==> config.mk <==
export PLATFORM = sky130hd
export DESIGN_NAME = stream_window_integrator_flat
export DESIGN_NICKNAME = d
export VERILOG_FILES = /design/src/rtl/bitnet_pkg.sv /design/src/rtl/stream_window_integrator_if.sv /design/src/rtl/stream_counter.sv /design/src/rtl/stream_window_integrator.sv /design/src/flat_wrapper.sv
export SDC_FILE = /design/constraint.sdc
export NUM_CORES = 1
export LEC_CHECK = 0
export CORE_ASPECT_RATIO = 1.4
export CORE_MARGIN = 5
export CORE_UTILIZATION = 57
export DETAILED_ROUTE_END_ITERATION = 12
export PLACE_DENSITY = 0.78
export SLEW_MARGIN = 0
export SYNTH_ARGS = -nofsm -noshare
export SYNTH_HDL_FRONTEND = slang
export SYNTH_SLANG_ARGS = --single-unit
==> constraint.sdc <==
create_clock -name clk -period 2.2 [get_ports clk]
set_clock_uncertainty 0.05 [all_clocks]
set_input_delay 0.44 -clock clk [delete_from_list [all_inputs] [get_ports clk]]
set_output_delay 0.44 -clock clk [all_outputs]
set_load 0.01 [all_outputs]
==> src/rtl/bitnet_pkg.sv <==
// Shared types and helpers for the windowed bitstream integrator.
// The ARGMAX state is only entered when BITNET_ARGMAX_EN is defined.
package bitnet_pkg;

  typedef enum logic [2:0] {
    StIdle,
    StWarmup,
    StCount,
    StArgmax,
    StDone
  } state_e;

  // A zero length selects the full 2^len_w window.
  function automatic logic [31:0] window_cycles(input logic [31:0] len,
                                                input int unsigned len_w);
    if (len == 32'd0) begin
      return 32'd1 << len_w;
    end
    return len;
  endfunction

  function automatic int unsigned idx_width(input int unsigned n);
    return (n > 1) ? $clog2(n) : 1;
  endfunction

endpackage

==> src/rtl/stream_window_integrator_if.sv <==
// Result handshake between the integrator (master) and the readout logic (slave).
// class_idx exists only when BITNET_ARGMAX_EN is defined.
interface stream_window_integrator_if
  import bitnet_pkg::*;
#(
  parameter int unsigned CHANNELS = 3,
  parameter int unsigned LEN_W    = 10
);
  localparam int unsigned CNT_W = LEN_W + 1;
  localparam int unsigned IDX_W = idx_width(CHANNELS);

  logic             out_valid;
  logic             out_ready;
  logic [CNT_W-1:0] counts [CHANNELS];
`ifdef BITNET_ARGMAX_EN
  logic [IDX_W-1:0] class_idx;

  modport master (output out_valid, output counts, output class_idx, input out_ready);
  modport slave  (input out_valid, input counts, input class_idx, output out_ready);
`else
  modport master (output out_valid, output counts, input out_ready);
  modport slave  (input out_valid, input counts, output out_ready);
`endif

endinterface

==> src/rtl/stream_counter.sv <==
// Per-channel ones counter: synchronous clear, counts din while en is high.
module stream_counter #(
  parameter int unsigned CNT_W = 11
) (
  input  logic             clk,
  input  logic             n_rst,
  input  logic             clear,
  input  logic             en,
  input  logic             din,
  output logic [CNT_W-1:0] count
);

  always_ff @(posedge clk or negedge n_rst) begin
    if (!n_rst) begin
      count <= '0;
    end else if (clear) begin
      count <= '0;
    end else if (en && din) begin
      count <= count + 1'b1;
    end
  end

endmodule

==> src/rtl/stream_window_integrator.sv <==
// Windowed multi-channel bitstream integrator with warm-up gating and valid/ready result.
// Define BITNET_ARGMAX_EN to add the ARGMAX state and the class_idx output.
module stream_window_integrator
  import bitnet_pkg::*;
#(
  parameter int unsigned CHANNELS = 3,
  parameter int unsigned LEN_W    = 10,
  parameter int unsigned WARMUP   = 8
) (
  input  logic                clk,
  input  logic                n_rst,
  input  logic                start,
  input  logic [LEN_W-1:0]    window_len,
  input  logic [CHANNELS-1:0] stream_in,
  output logic                stream_en,
  output logic                busy,
  stream_window_integrator_if.master res
);

  localparam int unsigned CNT_W = LEN_W + 1;
  localparam int unsigned WU_W  = (WARMUP > 0) ? $clog2(WARMUP + 1) : 1;
  localparam int unsigned CYC_W = (CNT_W > WU_W) ? CNT_W : WU_W;

  state_e           state_q, state_d;
  logic [CYC_W-1:0] cyc_q, cyc_d;
  logic [CNT_W-1:0] len_q, len_d;
  logic [CNT_W-1:0] counts_q [CHANNELS];
  logic [CNT_W-1:0] counts_d [CHANNELS];
  logic [CNT_W-1:0] acc [CHANNELS];
  logic             acc_clear;
  logic             acc_en;
  logic [31:0]      win_full;
  logic [CNT_W-1:0] win;

`ifdef BITNET_ARGMAX_EN
  localparam int unsigned IDX_W = idx_width(CHANNELS);

  logic [IDX_W-1:0] idx_q, idx_d;
  logic [IDX_W-1:0] best_q, best_d;
  logic [IDX_W-1:0] class_q, class_d;
  logic [CNT_W-1:0] max_q, max_d;
`endif

  for (genvar c = 0; c < CHANNELS; c++) begin : g_ch
    stream_counter #(
      .CNT_W(CNT_W)
    ) u_counter (
      .clk   (clk),
      .n_rst (n_rst),
      .clear (acc_clear),
      .en    (acc_en),
      .din   (stream_in[c]),
      .count (acc[c])
    );
  end

  always_comb begin
    win_full = window_cycles(32'(window_len), LEN_W);
    win      = win_full[CNT_W-1:0];
  end

  always_comb begin
    state_d   = state_q;
    cyc_d     = cyc_q;
    len_d     = len_q;
    counts_d  = counts_q;
    acc_clear = 1'b0;
    acc_en    = 1'b0;
`ifdef BITNET_ARGMAX_EN
    idx_d     = idx_q;
    best_d    = best_q;
    class_d   = class_q;
    max_d     = max_q;
`endif

    unique case (state_q)
      StIdle: begin
        if (start) begin
          len_d     = win;
          acc_clear = 1'b1;
          if (WARMUP != 0) begin
            state_d = StWarmup;
            cyc_d   = CYC_W'(WARMUP - 1);
          end else begin
            state_d = StCount;
            cyc_d   = CYC_W'(win - 1'b1);
          end
        end
      end

      StWarmup: begin
        if (cyc_q == '0) begin
          state_d = StCount;
          cyc_d   = CYC_W'(len_q - 1'b1);
        end else begin
          cyc_d = cyc_q - 1'b1;
        end
      end

      StCount: begin
        acc_en = 1'b1;
        if (cyc_q == '0) begin
          // The final sample is still in flight, so fold it in while copying out.
          for (int unsigned c = 0; c < CHANNELS; c++) begin
            counts_d[c] = acc[c] + CNT_W'(stream_in[c]);
          end
`ifdef BITNET_ARGMAX_EN
          state_d = StArgmax;
          idx_d   = '0;
          best_d  = '0;
          max_d   = '0;
`else
          state_d = StDone;
`endif
        end else begin
          cyc_d = cyc_q - 1'b1;
        end
      end

`ifdef BITNET_ARGMAX_EN
      StArgmax: begin
        // Strict compare keeps the lowest index on ties.
        if (counts_q[idx_q] > max_q) begin
          max_d  = counts_q[idx_q];
          best_d = idx_q;
        end
        if (idx_q == IDX_W'(CHANNELS - 1)) begin
          state_d = StDone;
          class_d = best_d;
        end else begin
          idx_d = idx_q + 1'b1;
        end
      end
`endif

      StDone: begin
        if (res.out_ready) begin
          state_d = StIdle;
        end
      end

      default: state_d = StIdle;
    endcase
  end

  always_ff @(posedge clk or negedge n_rst) begin
    if (!n_rst) begin
      state_q  <= StIdle;
      cyc_q    <= '0;
      len_q    <= '0;
      counts_q <= '{default: '0};
`ifdef BITNET_ARGMAX_EN
      idx_q    <= '0;
      best_q   <= '0;
      class_q  <= '0;
      max_q    <= '0;
`endif
    end else begin
      state_q  <= state_d;
      cyc_q    <= cyc_d;
      len_q    <= len_d;
      counts_q <= counts_d;
`ifdef BITNET_ARGMAX_EN
      idx_q    <= idx_d;
      best_q   <= best_d;
      class_q  <= class_d;
      max_q    <= max_d;
`endif
    end
  end

  assign stream_en     = (state_q == StWarmup) || (state_q == StCount);
  assign busy          = (state_q != StIdle);
  assign res.out_valid = (state_q == StDone);
  assign res.counts    = counts_q;
`ifdef BITNET_ARGMAX_EN
  assign res.class_idx = class_q;
`endif

endmodule

==> src/flat_wrapper.sv <==
// flat-port wrapper written by rule: the top's interface ports become plain ports
module stream_window_integrator_flat import bitnet_pkg::*;
#(
  parameter int unsigned CHANNELS = 3,
  parameter int unsigned LEN_W    = 10,
  parameter int unsigned WARMUP   = 8
)
  (clk, n_rst, start, window_len, stream_in, stream_en, busy, res_out_valid, res_counts, res_out_ready);
  stream_window_integrator_if #(.CHANNELS(CHANNELS), .LEN_W(LEN_W)) res_i ();
  input  logic clk;
  input  logic n_rst;
  input  logic start;
  input  logic [LEN_W-1:0] window_len;
  input  logic [CHANNELS-1:0] stream_in;
  output logic stream_en;
  output logic busy;
  output wire logic [$bits(res_i.out_valid)-1:0] res_out_valid;
  output wire logic [$bits(res_i.counts)-1:0] res_counts;
  input wire logic [$bits(res_i.out_ready)-1:0] res_out_ready;
  assign res_out_valid = res_i.out_valid;
  assign res_counts = {>>{res_i.counts}};
  assign res_i.out_ready = res_out_ready;
  stream_window_integrator #(.CHANNELS(CHANNELS), .LEN_W(LEN_W), .WARMUP(WARMUP)) u_core (.clk(clk), .n_rst(n_rst), .start(start), .window_len(window_len), .stream_in(stream_in), .stream_en(stream_en), .busy(busy), .res(res_i));
endmodule
### Word-level counts from Yosys, hierarchy flattened

Cells that the tools add are included.
W data, S select, Z words.

| storage, ports and cells | value |
|---|---|
| flip-flop bits (word level) | 91 |
| input bits | 17 |
| output and inout port bits | 36 |
| word-level logic and storage cells | 62 |

| operators by class | value |
|---|---|
| add/sub/neg operators | 8 |
| equal/unequal tests | 8 |
| mux-type cells | 21 |
| reductions and logical operators | 16 |

Operators by type and width:

| operator | count |
|---|---|
| $mux W11 | 11 |
| $add A11 B1 Y11 | 3 |
| $add A11 B1 Y11 const B | 3 |
| $pmux W11 S3 | 1 |
| $sub A11 B1 Y11 const B | 2 |
| $mux W3 | 4 |
| $pmux W3 S4 | 1 |
| $logic_not A11 Y1 | 1 |
| $logic_not A10 Y1 | 1 |
| $ne A2 B1 Y1 const B | 3 |
| $reduce_bool A2 Y1 | 3 |
| $reduce_bool A3 Y1 | 2 |
| $mux W1 | 4 |
| $ne A2 B2 Y1 const B | 2 |
| $reduce_and A2 Y1 | 2 |
| $reduce_and A4 Y1 | 1 |
| $eq A3 B1 Y1 const B | 1 |
| $eq A3 B2 Y1 const B | 1 |
| $eq A3 B3 Y1 const B | 1 |
| $logic_and A1 B1 Y1 | 3 |
| $logic_not A3 Y1 | 1 |
| $reduce_and A3 Y1 | 1 |
| $logic_or A1 B1 Y1 | 1 |

### Longest topological paths before layout

| logic depth | value |
|---|---|
| word-level depth | 5 |
| gate-level depth with buffers | 8 |
| depth with buffers taken out | 7 |

### By module

From an unflattened synthesis, not the netlist that was laid out.

| unflattened totals | value |
|---|---|
| cell total of the unflattened synthesis | 536 |
| area, all modules | 5,048.6 sq um |

By module, submodules not included:

| module | instances | cells an instance | area each (sq um) | seq. area each (sq um) |
|---|---|---|---|---|
| stream_window_integrator | 1 | 365 | 3,367.0 | 1,451.4 |
| stream_counter | 3 | 57 | 560.5 | 275.3 |

### Worst setup path after synthesis

OpenSTA, ideal clock, no wires.

| timing | value |
|---|---|
| path kind | reg-to-reg |
| start point | register u_core.cyc_q[0] |
| end point | register u_core.cyc_q[8] |
| library setup time | 121 ps |
| arrival | 1,840 ps |
| data required time | 2,029 ps |
| path slack | 189 ps |
| stages on the path, launching flop included | 7 |
| path buffers | 0 |
| clock period less this slack | 2,011 ps |
| cells stage by stage | dfrtp_1 > inv_1 > ha_1 > or4b_1 > nor3_2 > a21oi_1 > o22a_1 |

| between the ends | value |
|---|---|
| word-level cells in the longest chain between the ends | 3 |
| elaborated cells between the ends (all ways) | 7 |
| classes of those cells | add/sub (1); eq/ne (1); mux (3); reduce/logical (2) |

Ends and longest elaborated chain:

| what | RTL line | text |
|---|---|---|
| start: declaration | stream_window_integrator.sv:25 | `logic [CYC_W-1:0] cyc_q, cyc_d;` |
| start signal: assignment | stream_window_integrator.sv:160 | `cyc_q <= cyc_d;` |
| $sub A11 B1 Y11 or $logic_not A11 Y1 (tied branches) | - |  |
| $mux W11 (tied with other cells) | stream_window_integrator.sv:102 | `if (cyc_q == '0) begin` |
| $pmux W11 S3 or $reduce_and A3 Y1 (tied branches) | - |  |

Several ways; a longest one is shown, not always the timed one. The select of a mux whose other input is x is not followed.
A chain may end at the register's enable or synchronous reset.

### Worst setup path after layout

| timing | value |
|---|---|
| start point | register u_core.cyc_q[1] |
| end point | register u_core.cyc_q[2] |

The elaborated chain is that of the path after synthesis.

==> results.toml <==
[sta]
min_period_ps = 2080
rsz0062_at_grt = "yes"
fin_crit_sh = 0.945
setup_viol = 0
fmax_ghz = 0.481
worst_slack_ps = 121
hold_viol = 0
tightest_slew_ps = 508
slew_headroom = 0.661
tns_ps = 0
slew_violations = 0

[layout]
drive_gt1_frac = 0.141
multiInputGateArea_um2 = 2550
fin_area_um2 = 6140
final_common_cell = "dfrtp_1"
regArea_um2 = 2280
fin_util = 0.721
antenna_cells = 0
area_growth_pct = 24.6
nets = 651
final_cell_mix = "dfrtp_1 (88), nand2_1 (86), nor2_1 (51), o21ai_0 (51), clkdlybuf4s50_1 (48)"
fillers = 686

[clock_tree]
cts.path.max_buffers = 2
clock_sinks = 91
clock_latency_ps = 340
cts_root_buf = "clkbuf_16"
cts_hold_buf = 0
h-tree-depth = 3
path_clk_slew_ps = 60
cts_inserted_buffers = 9
cts_tree = "done"

[grt]
grt_first_pass_wirelength_um = 18800
grt_pass1_vias = 4110
grt_overflow = 0
antenna_found_initial = 0
grt_max_degree = 92
grt_use_total = 0.222

[logic_synthesis]
synthMuxAreaShare = 0.0264
synth_simple_gate_area_share = 0.237
synth_xor_area_frac = 0.0889
synth_compound_area_frac = 0.125
synthFlopType = "dfrtp_1"
syn_avg_cell_area_um2 = 9.09
synth_area_um2 = 4930
syn_inst = 542
synth_top_family_by_area = "simple AND/OR/NAND/NOR gates"
ys_seq_area_frac = 0.462
synth_seq_cells = 91
yosysWarnings = 0
synth.distinct_cells = 57
syn_nets = 571
synth_fa_ha_area_frac = 0.0305
synth_edf_count = 0
postSynth.asyncResetShare = 1.00

[placement]
dp_slack_ps = -170
routabilityCongestion = 0.906
hpwlAfterDp_um = 7930
portBuffers = 52
placed_area_um2 = 5810

[detailed_routing]
drc = 0
wirelength_um = 11100
drtIter0Drc = 219
via_per_inst = 5.77
postRouteAntennaNets = 0
drtPass1Iterations = 4
wl_per_cell_um = 15.2
vias = 4215

[die]
die_x_um = 88.6
row_count = 40
die_y_um = 120
core_um2 = 8510
initial_utilization = 0.579
io_pins = 53
die_area_um2 = 10600

[worst_setup_path]
endpoint_kind = "flop"
rrSetupSlack_ps = 120
crit_fanout = 4
critPathKind = "flop to flop"
worstPathArrival_ps = 2240
rr_endpoint = "u_core.cyc_q[2]$_DFFE_PN0P_"
start_kind = "flop"
worstPathRequired_ps = 2360
r2r-start = "u_core.cyc_q[1]$_DFFE_PN0P_"
r2r_cells = 8

[power]
leakage_uw = 0.00270
ir_drop_v = 0.000717
power_uw = 5310
power.density_nw_per_um2 = 864

[min_path]
hold_class = "primary input to asynchronous set/reset pin"

[status]
outcome = "complete, no violations"

[run]
maxCapViolCount = 0
critical path: stages (launching register included):
cell and delay, ps:
dfrtp_1 410, inv_1 90, ha_1 160, or4b_4 520, nor4_4 310, buf_4 160, nor2_1 30, o21ai_0 120
o21ai_0 100
through the flow:
step                cells  hold slack [ps]
global placement      712              411
floorplan             542             94.4
CTS                   727              113
detailed placement    712              420
global route          730              142
finish                730             69.0
state kept, by name, indices dropped and copies added (netlist names):
signal	flops
u_core.state_q	3
u_core.g_ch.u_counter.count	33
u_core.len_q	11
u_core.res.counts	33
u_core.cyc_q	11
per-layer routing:
layer,vias up,global-route usage,share of wire
met5,-,0,0
met4,0,0.0955,0.023
met3,24,0.0309,0.034
met2,91,0.387,0.54
met1,2041,0.267,0.41
li1,2059,-,-
how the worst max path moves through the flow:
stage / startpoint / to / slack (ps) / depth (start not counted)
after global placement: start / u_core.g_ch[2].u_counter.count[10]$_DFFE_PN0P_ / -130 / 6
final: u_core.cyc_q[1]$_DFFE_PN0P_ / u_core.cyc_q[2]$_DFFE_PN0P_ / 120 / 8
after floorplan: u_core.cyc_q[0]$_DFFE_PN0P_ / u_core.cyc_q[8]$_DFFE_PN0P_ / 190 / 6
after global routing: u_core.cyc_q[1]$_DFFE_PN0P_ / u_core.cyc_q[2]$_DFFE_PN0P_ / -30 / 8
after CTS: u_core.cyc_q[0]$_DFFE_PN0P_ / u_core.cyc_q[2]$_DFFE_PN0P_ / 20 / 7
after detailed placement: start / u_core.g_ch[2].u_counter.count[10]$_DFFE_PN0P_ / -170 / 6
kinds of logic after synthesis:
logic type               Yosys count
AO/OA/AOI/OAI                    104
XOR/XNOR                          50
buffers and inverters             37
AND/OR/NAND/NOR                  236
multiplexers                      12
flip-flops                        91
adder cells (fa/ha/maj)           12
power breakdown:
part | switching (µW) | total [µW] | internal (µW)
clock | 608 | 1360 | 749
combinational | 920 | 1700 | 782
sequential | 321 | 2250 | 1930
cell type report:
type	instances	share of cell area
clock buffer	11	0.0379
clock inverter	3	0.00285
inverter	10	0.00611
multi-input combinational	414	0.416
sequential	91	0.372
tap	105	0.0214
timing repair buffer	96	0.144
Yosys cell counts, drive strengths merged, types with 5 or more instances:
library cell   n  area share
or3           18       0.024
nand3         33       0.034
mux2           8       0.018
nor4           6       0.012
nor2          52       0.040
dfrtp         91        0.46
inv           10      0.0076
clkbuf        23       0.018
a31oi          5      0.0063
nand2         86       0.066
o21ai         52       0.053
xor2          30       0.053
ha            12       0.030
xnor2         20       0.036
a21oi         21       0.021
nor3           7      0.0081
nand4          9       0.011
timing repair:
action / in CTS / in global routing
pin swaps: 0 / 1
cloned: 0 / 0
hold endpoints to repair: 0 / 0
setup endpoints to repair: 3 / 12
gates resized for setup: 6 / 8
setup buffers: 1 / 3
Power figures use the tool's default switching activity.
